<file path="src/rtl/mpu_data_types.sv">
// Shared MPU types: single-precision word, FPU opcodes, error value and the
// FPU arbiter state encoding.
package mpu_data_types;

   typedef logic [31:0] float_sp;

   typedef enum logic [1:0] {
      FPU_NOP      = 2'b00,
      FPU_FMA      = 2'b01,
      FPU_MULTIPLY = 2'b10,
      FPU_ADD      = 2'b11
   } fpu_op_e;

   localparam float_sp FPU_ERR_VALUE = 32'hFFFF_FFFF;

   typedef enum logic [2:0] {
      ARB_IDLE   = 3'd0,
      ARB_SEND_A = 3'd1,
      ARB_SEND_B = 3'd2,
      ARB_WAIT   = 3'd3,
      ARB_RESP   = 3'd4
   } fpu_arb_state_e;

endpackage

</file>
<file path="src/rtl/rr_arbiter.sv">
// Combinational round-robin arbiter: the first set request after ptr (wrapping)
// wins; grant is one-hot, idx is its index.
module rr_arbiter #(
   parameter int N = 4
) (
   input  logic [N-1:0]         req,
   input  logic [$clog2(N)-1:0] ptr,
   output logic [N-1:0]         gnt,
   output logic [$clog2(N)-1:0] idx,
   output logic                 any
);
   localparam int IW = $clog2(N);

   // Two passes: requesters above ptr first, then wrap around from 0.
   always_comb begin
      idx = '0;
      any = 1'b0;
      for (int i = 0; i < N; i++) begin
         if (!any && req[i] && (i > int'(ptr))) begin
            any = 1'b1;
            idx = IW'(i);
         end
      end
      for (int i = 0; i < N; i++) begin
         if (!any && req[i]) begin
            any = 1'b1;
            idx = IW'(i);
         end
      end
      gnt = any ? (N'(1) << idx) : '0;
   end

endmodule

</file>
<file path="src/rtl/fpu_op_arbiter.sv">
// Shares one serial-operand FPU between NREQ requesters: round-robin grant,
// a/b operand sequencing, bounded wait for the answer, tagged response.
module fpu_op_arbiter
   import mpu_data_types::*;
#(
   parameter int NREQ    = 4,
   parameter int TIMEOUT = 64,
   parameter int CNTW    = 16
) (
   input  logic                    clk,
   input  logic                    rst,
   input  logic [NREQ-1:0]         req_valid,
   input  logic [NREQ*2-1:0]       req_op,
   input  logic [NREQ*32-1:0]      req_a,
   input  logic [NREQ*32-1:0]      req_b,
   output logic [NREQ-1:0]         req_ack,
   output logic                    fpu_start,
   output logic [1:0]              fpu_op,
   output logic [31:0]             fpu_float_in,
   output logic                    fpu_flush,
   input  logic [31:0]             fpu_answer,
   input  logic                    fpu_ready,
   input  logic                    fpu_error,
   output logic                    rsp_valid,
   output logic [$clog2(NREQ)-1:0] rsp_id,
   output logic [31:0]             rsp_data,
   output logic                    rsp_err,
   output logic                    rsp_timeout,
   output logic                    busy,
   output logic [CNTW-1:0]         op_count,
   output fpu_arb_state_e          dbg_state
);
   localparam int IDW = $clog2(NREQ);
   localparam int CW  = $clog2(TIMEOUT);

   fpu_arb_state_e  state_q, state_d;
   logic [IDW-1:0]  ptr_q, ptr_d, id_q, id_d;
   fpu_op_e         op_q, op_d;
   float_sp         b_q, b_d;
   logic [CW-1:0]   cnt_q, cnt_d;
   logic [NREQ-1:0] req_ack_q, req_ack_d;
   logic            fpu_start_q, fpu_start_d, fpu_flush_q, fpu_flush_d;
   logic [1:0]      fpu_op_q, fpu_op_d;
   float_sp         fpu_float_in_q, fpu_float_in_d, rsp_data_q, rsp_data_d;
   logic            rsp_valid_q, rsp_valid_d, rsp_err_q, rsp_err_d;
   logic            rsp_timeout_q, rsp_timeout_d, busy_q, busy_d;
   logic [IDW-1:0]  rsp_id_q, rsp_id_d;
   logic [CNTW-1:0] op_count_q, op_count_d;

   logic [NREQ-1:0] gnt_oh;
   logic [IDW-1:0]  gnt_idx;
   logic            gnt_any;
   fpu_op_e         sel_op;
   float_sp         sel_a, sel_b;

   rr_arbiter #(.N(NREQ)) u_rr (
      .req (req_valid),
      .ptr (ptr_q),
      .gnt (gnt_oh),
      .idx (gnt_idx),
      .any (gnt_any)
   );

   always_comb begin
      sel_op = FPU_NOP;
      sel_a  = '0;
      sel_b  = '0;
      for (int i = 0; i < NREQ; i++) begin
         if (gnt_oh[i]) begin
            sel_op = fpu_op_e'(req_op[i*2 +: 2]);
            sel_a  = req_a[i*32 +: 32];
            sel_b  = req_b[i*32 +: 32];
         end
      end
   end

   // Outputs are computed for the state being entered, so every port is a flop.
   always_comb begin
      state_d        = state_q;
      ptr_d          = ptr_q;
      id_d           = id_q;
      op_d           = op_q;
      b_d            = b_q;
      cnt_d          = cnt_q;
      req_ack_d      = '0;
      fpu_start_d    = 1'b0;
      fpu_op_d       = 2'b00;
      fpu_float_in_d = '0;
      fpu_flush_d    = 1'b0;
      rsp_valid_d    = 1'b0;
      rsp_id_d       = '0;
      rsp_data_d     = '0;
      rsp_err_d      = 1'b0;
      rsp_timeout_d  = 1'b0;
      op_count_d     = op_count_q;
      case (state_q)
         ARB_IDLE: begin
            if (gnt_any) begin
               ptr_d     = gnt_idx;
               id_d      = gnt_idx;
               op_d      = sel_op;
               b_d       = sel_b;
               req_ack_d = gnt_oh;
               if (sel_op == FPU_NOP) begin
                  state_d     = ARB_RESP;
                  rsp_valid_d = 1'b1;
                  rsp_id_d    = gnt_idx;
                  op_count_d  = op_count_q + CNTW'(1);
               end else begin
                  state_d        = ARB_SEND_A;
                  fpu_start_d    = 1'b1;
                  fpu_op_d       = sel_op;
                  fpu_float_in_d = sel_a;
               end
            end
         end
         ARB_SEND_A: begin
            state_d        = ARB_SEND_B;
            fpu_op_d       = op_q;
            fpu_float_in_d = b_q;
         end
         ARB_SEND_B: begin
            state_d        = ARB_WAIT;
            cnt_d          = '0;
            fpu_op_d       = op_q;
            fpu_float_in_d = b_q;
         end
         ARB_WAIT: begin
            // A ready on the final count still counts as a normal completion.
            if (fpu_ready) begin
               state_d     = ARB_RESP;
               rsp_valid_d = 1'b1;
               rsp_id_d    = id_q;
               rsp_data_d  = fpu_error ? FPU_ERR_VALUE : fpu_answer;
               rsp_err_d   = fpu_error;
               op_count_d  = op_count_q + CNTW'(1);
            end else if (cnt_q == CW'(TIMEOUT - 1)) begin
               state_d       = ARB_RESP;
               fpu_flush_d   = 1'b1;
               rsp_valid_d   = 1'b1;
               rsp_id_d      = id_q;
               rsp_data_d    = FPU_ERR_VALUE;
               rsp_err_d     = 1'b1;
               rsp_timeout_d = 1'b1;
               op_count_d    = op_count_q + CNTW'(1);
            end else begin
               cnt_d          = cnt_q + CW'(1);
               fpu_op_d       = op_q;
               fpu_float_in_d = b_q;
            end
         end
         ARB_RESP: state_d = ARB_IDLE;
         default:  state_d = ARB_IDLE;
      endcase
      busy_d = (state_d != ARB_IDLE);
   end

   always_ff @(posedge clk or negedge rst) begin
      if (!rst) begin
         state_q        <= ARB_IDLE;
         ptr_q          <= IDW'(NREQ - 1);
         id_q           <= '0;
         op_q           <= FPU_NOP;
         b_q            <= '0;
         cnt_q          <= '0;
         req_ack_q      <= '0;
         fpu_start_q    <= 1'b0;
         fpu_op_q       <= 2'b00;
         fpu_float_in_q <= '0;
         fpu_flush_q    <= 1'b0;
         rsp_valid_q    <= 1'b0;
         rsp_id_q       <= '0;
         rsp_data_q     <= '0;
         rsp_err_q      <= 1'b0;
         rsp_timeout_q  <= 1'b0;
         busy_q         <= 1'b0;
         op_count_q     <= '0;
      end else begin
         state_q        <= state_d;
         ptr_q          <= ptr_d;
         id_q           <= id_d;
         op_q           <= op_d;
         b_q            <= b_d;
         cnt_q          <= cnt_d;
         req_ack_q      <= req_ack_d;
         fpu_start_q    <= fpu_start_d;
         fpu_op_q       <= fpu_op_d;
         fpu_float_in_q <= fpu_float_in_d;
         fpu_flush_q    <= fpu_flush_d;
         rsp_valid_q    <= rsp_valid_d;
         rsp_id_q       <= rsp_id_d;
         rsp_data_q     <= rsp_data_d;
         rsp_err_q      <= rsp_err_d;
         rsp_timeout_q  <= rsp_timeout_d;
         busy_q         <= busy_d;
         op_count_q     <= op_count_d;
      end
   end

   assign req_ack      = req_ack_q;
   assign fpu_start    = fpu_start_q;
   assign fpu_op       = fpu_op_q;
   assign fpu_float_in = fpu_float_in_q;
   assign fpu_flush    = fpu_flush_q;
   assign rsp_valid    = rsp_valid_q;
   assign rsp_id       = rsp_id_q;
   assign rsp_data     = rsp_data_q;
   assign rsp_err      = rsp_err_q;
   assign rsp_timeout  = rsp_timeout_q;
   assign busy         = busy_q;
   assign op_count     = op_count_q;
   assign dbg_state    = state_q;

endmodule

</file>
<file path="config.mk">
export PLATFORM = sky130hd
export DESIGN_NAME = fpu_op_arbiter
export DESIGN_NICKNAME = d
export VERILOG_FILES = /design/src/rtl/mpu_data_types.sv /design/src/rtl/rr_arbiter.sv /design/src/rtl/fpu_op_arbiter.sv
export SDC_FILE = /design/constraint.sdc
export NUM_CORES = 1
export LEC_CHECK = 0
export ABC_AREA = 0
export CELL_PAD_IN_SITES_DETAIL_PLACEMENT = 2
export CELL_PAD_IN_SITES_GLOBAL_PLACEMENT = 2
export CORE_UTILIZATION = 22
export CTS_BUF_LIST = sky130_fd_sc_hd__clkbuf_8
export CTS_CLUSTER_DIAMETER = 30
export DETAILED_ROUTE_END_ITERATION = 16
export GPL_TIMING_DRIVEN = 0
export PLACE_DENSITY = 0.93
export SETUP_SLACK_MARGIN = 0.4
export SYNTH_ARGS = -nofsm -noshare
export SYNTH_HDL_FRONTEND = slang
export SYNTH_HIERARCHICAL = 1
export SYNTH_SLANG_ARGS = --single-unit
</file>
<file path="constraint.sdc">
create_clock -name clk -period 3.2 [get_ports clk]
set_input_delay 0.64 -clock clk [delete_from_list [all_inputs] [get_ports clk]]
set_output_delay 0.64 -clock clk [all_outputs]
set_load 0.02 [all_outputs]
</file>
==> run metrics <==
FP Rows=66; fin nets=1549; Synth Area in Compound Gates=0.2219; simple-gate share of the synthesized area=0.2246; Antenna Violating Nets Remaining=0; clock latency at the later pin of the worst-skew pair=around 0.46 ns; CP required=3.52 ns; VDD IR max=0.3028 mV; fin. max-slew vios=0; min setup slack post-route=0.4829 ns; endpoints failing setup=0; vias in the first global route=9631; Finished Cell Area=12580 um^2; die area=~34000 um^2; worst reg2reg path depth=12; area growth from synthesis to layout=72.22%; xor/xnor share of the synthesized area=0.01919; first-pass GRT wire length=60220 um; CTS buffer count=17; Layout fillers=3538; Placement Setup Slack=-0.9143 ns; CP arrival=approximately 3 ns; detailed-route wire length=approximately 41000 um; DR iter-0 viols=277; TritonRoute pass-1 iters=4; Post-Synthesis Net Count=approximately 1100; MaxCap Viol Count=0; HP Class=input port to asynchronous set/reset pin; GRT Total Usage=0.2418; Final Cycle Share=0.8491; Core Region=about 33000 um^2; routed len/inst=24.29 um; Layout Skew=0.01563 ns; Post-synth ARST share=1.000; CTS tree=done; Syn Inst Count=just over 800; vias per cell=just under 5; CTS max path bufs=2; Rel. slew slack=0.5127; drt drc=0; ys flop type=dfrtp_1; FMAX=around 0.37 GHz; slew of the pin with the lowest slew margin=around 0.72 ns; Placed Instances=~1700; RSZ-0062 raised after global routing=yes; CP startpoint kind=flip-flop; cell area after synthesis=7302 um^2; Post-synth EDFFs=0; final cell count without fillers=1699; Seq/Total Area, Yosys=0.4801; commonest non-fill, non-tap cell in the layout=clkdlybuf4s50_1; largest net degree at the start of global routing=slightly above 70; Unique masters post-synth=56; status=finished, final reports clean; fraction of layout cells with a size suffix above 1=0.08758; clock period minus worst slack=2.717 ns; vias=roughly 8400; I/O pin cnt=401; Yosys warning count=6; endpoint class of the critical path=flip-flop; H-Tree Depth=4; critical path type=flip-flop to flip-flop; main combinational cell family by area after synthesis=simple AND/OR/NAND/NOR gates; Worst-path clk slew=0.09 ns; PwrDens=755.6 nW/um^2; Yosys reg bits=140; Die W=184.2 um; most frequent cells in the layout=395 x clkdlybuf4s50_1, 151 x nand2_1, 138 x dfrtp_1; initial antenna violation count=3; Fin. Hold Viols=0; Final GP Congestion=0.8171; post-synthesis mux area share=0.002056; P_leak=5.219 nW; Initial Utilization=0.2239; placed cell areas=11870 um^2; Synth Area in Adders=0.003427; Root Buffer=clkbuf_8; peak fanout along the critical path=10; Port Buffers=398; clk sinks=140; DP HPWL=~33000 um; Die Height=184.2 um; Avg Inst Size Synth=about 9 um^2; total congestion overflow=0
-- cell usage after synthesis (all sizes together) (4+ instances only) --
cell | instances | area [um^2]
clkbuf | 46 | 182.7
and2 | 5 | 32.53
o21ai | 79 | 395.4
o211ai | 5 | 37.54
nor2 | 13 | 48.80
a21oi | 70 | 350.3
nand3 | 6 | 30.03
buf | 27 | 146.4
inv | 7 | 26.28
a211oi | 6 | 67.56
nor2b | 68 | 425.4
dfrtp | 138 | 3453
nand2 | 151 | 566.8
and3 | 4 | 25.02
o21a | 5 | 37.54
and4 | 4 | 35.03
xnor2 | 14 | 122.6
a221oi | 63 | 551.8
nor3 | 65 | 336.6
o2111ai | 6 | 52.55
nand3b | 5 | 62.56
-- logic make-up after synthesis --
logic type	count (synthesis)
and+or+nand+nor	331
AOI/OAI and AO/OA	249
DFF	140
buffers and inverters	80
xor gates and xnor gates	16
adders and majority gates	2
muxes	1
-- layer usage --
layer,GRT usage,wire length (um),share of wire,vias up
li1,-,-,-,3766
met4,0.09533,1488,0.036,2
met2,0.4329,21170,0.51,341
met3,0.05058,2262,0.055,75
met5,0,10,0.00024,-
met1,0.2800,16340,0.40,4218
-- area by class of cell --
| class | count | area (um^2) | share of cell area |
|---|---|---|---|
| multi-input combinational | 599 | 3553 | 0.2826 |
| buffer | 73 | 387.9 | 0.03084 |
| antenna | 1 | 2.502 | 0.0001990 |
| sequential | 140 | 3506 | 0.2788 |
| clock inverter | 15 | 222.7 | 0.01771 |
| tap | 442 | 553.0 | 0.04398 |
| clock buffer | 17 | 234.0 | 0.01861 |
| inverter | 7 | 26.28 | 0.002089 |
| timing repair buffer | 405 | 4090 | 0.3252 |
-- where the power goes --
group	leakage, nW	switching, mW	total, mW	internal (mW)
Combinational	3.15	3.07	5.13	2.06
Clock	0.228	0.754	1.68	0.930
Sequential	1.85	0.359	2.69	2.33
-- critical path: stages, from the launching register on --
cell	delay [ns]
dfstp_2	0.58
buf_4	0.18
a2bb2oi_1	0.08
o22ai_1	0.14
and2_2	0.15
buf_4	0.18
nor2b_1	0.07
buf_4	0.19
buf_2	0.21
a221oi_1	0.30
nor3_1	0.08
a21oi_1	0.28
o21ai_0	0.14
-- repair_timing --
action	4_1_cts	5_1_grt
gates resized for setup	35	30
buffers inserted	5	0
endpoints found under the hold margin	0	0
setup endpoints to repair	83	72
gates cloned	0	1
pin swaps	5	2
hold buffers	0	0
-- per-stage QoR --
stage / utilization / total power, mW / TNS (ns) / hold WS, ns
6_report: 0.3855 / 9.502 / 0 / 0.1911
4_1_cts: 0.3831 / 9.546 / 0 / 0.2014
3_3_place_gp: 0.3629 / 7.326 / -602.65 / 0.4469
5_1_grt: 0.3855 / 10.08 / 0 / 0.2045
2_1_floorplan: - / 5.141 / 0 / 0.3444
3_5_place_dp: 0.3638 / 7.644 / -38.65 / 0.4582
-- flip-flops by register name, summed over array words and instances (netlist names) --
| signal | flops |
|---|---|
| rsp_timeout | 1 |
| fpu_op | 2 |
| rsp_err | 1 |
| id_q | 2 |
| cnt_q | 6 |
| dbg_state | 3 |
| fpu_start | 1 |
| b_q | 32 |
| rsp_id | 2 |
| fpu_float_in | 32 |
| op_count | 16 |
| rsp_data | 32 |
| busy | 1 |
| op_q | 2 |
| rsp_valid | 1 |
| req_ack | 4 |
| ptr_q | 2 |
-- final timing paths --
kind / from / slack (ns) / end
worst max-delay path: ptr_q[1] / 0.48 / b_q[14]
worst min-delay path: rst / 0.19 / fpu_float_in[5]
worst max register to register: ptr_q[1] / 0.48 / b_q[14]
worst min register to register: ptr_q[0] / 0.48 / ptr_q[0]
max in group asynchronous: rst / 2.20 / dbg_state[1]
min in group clk: ptr_q[0] / 0.48 / ptr_q[0]
No activity file was read; power rests on OpenSTA's default activity.
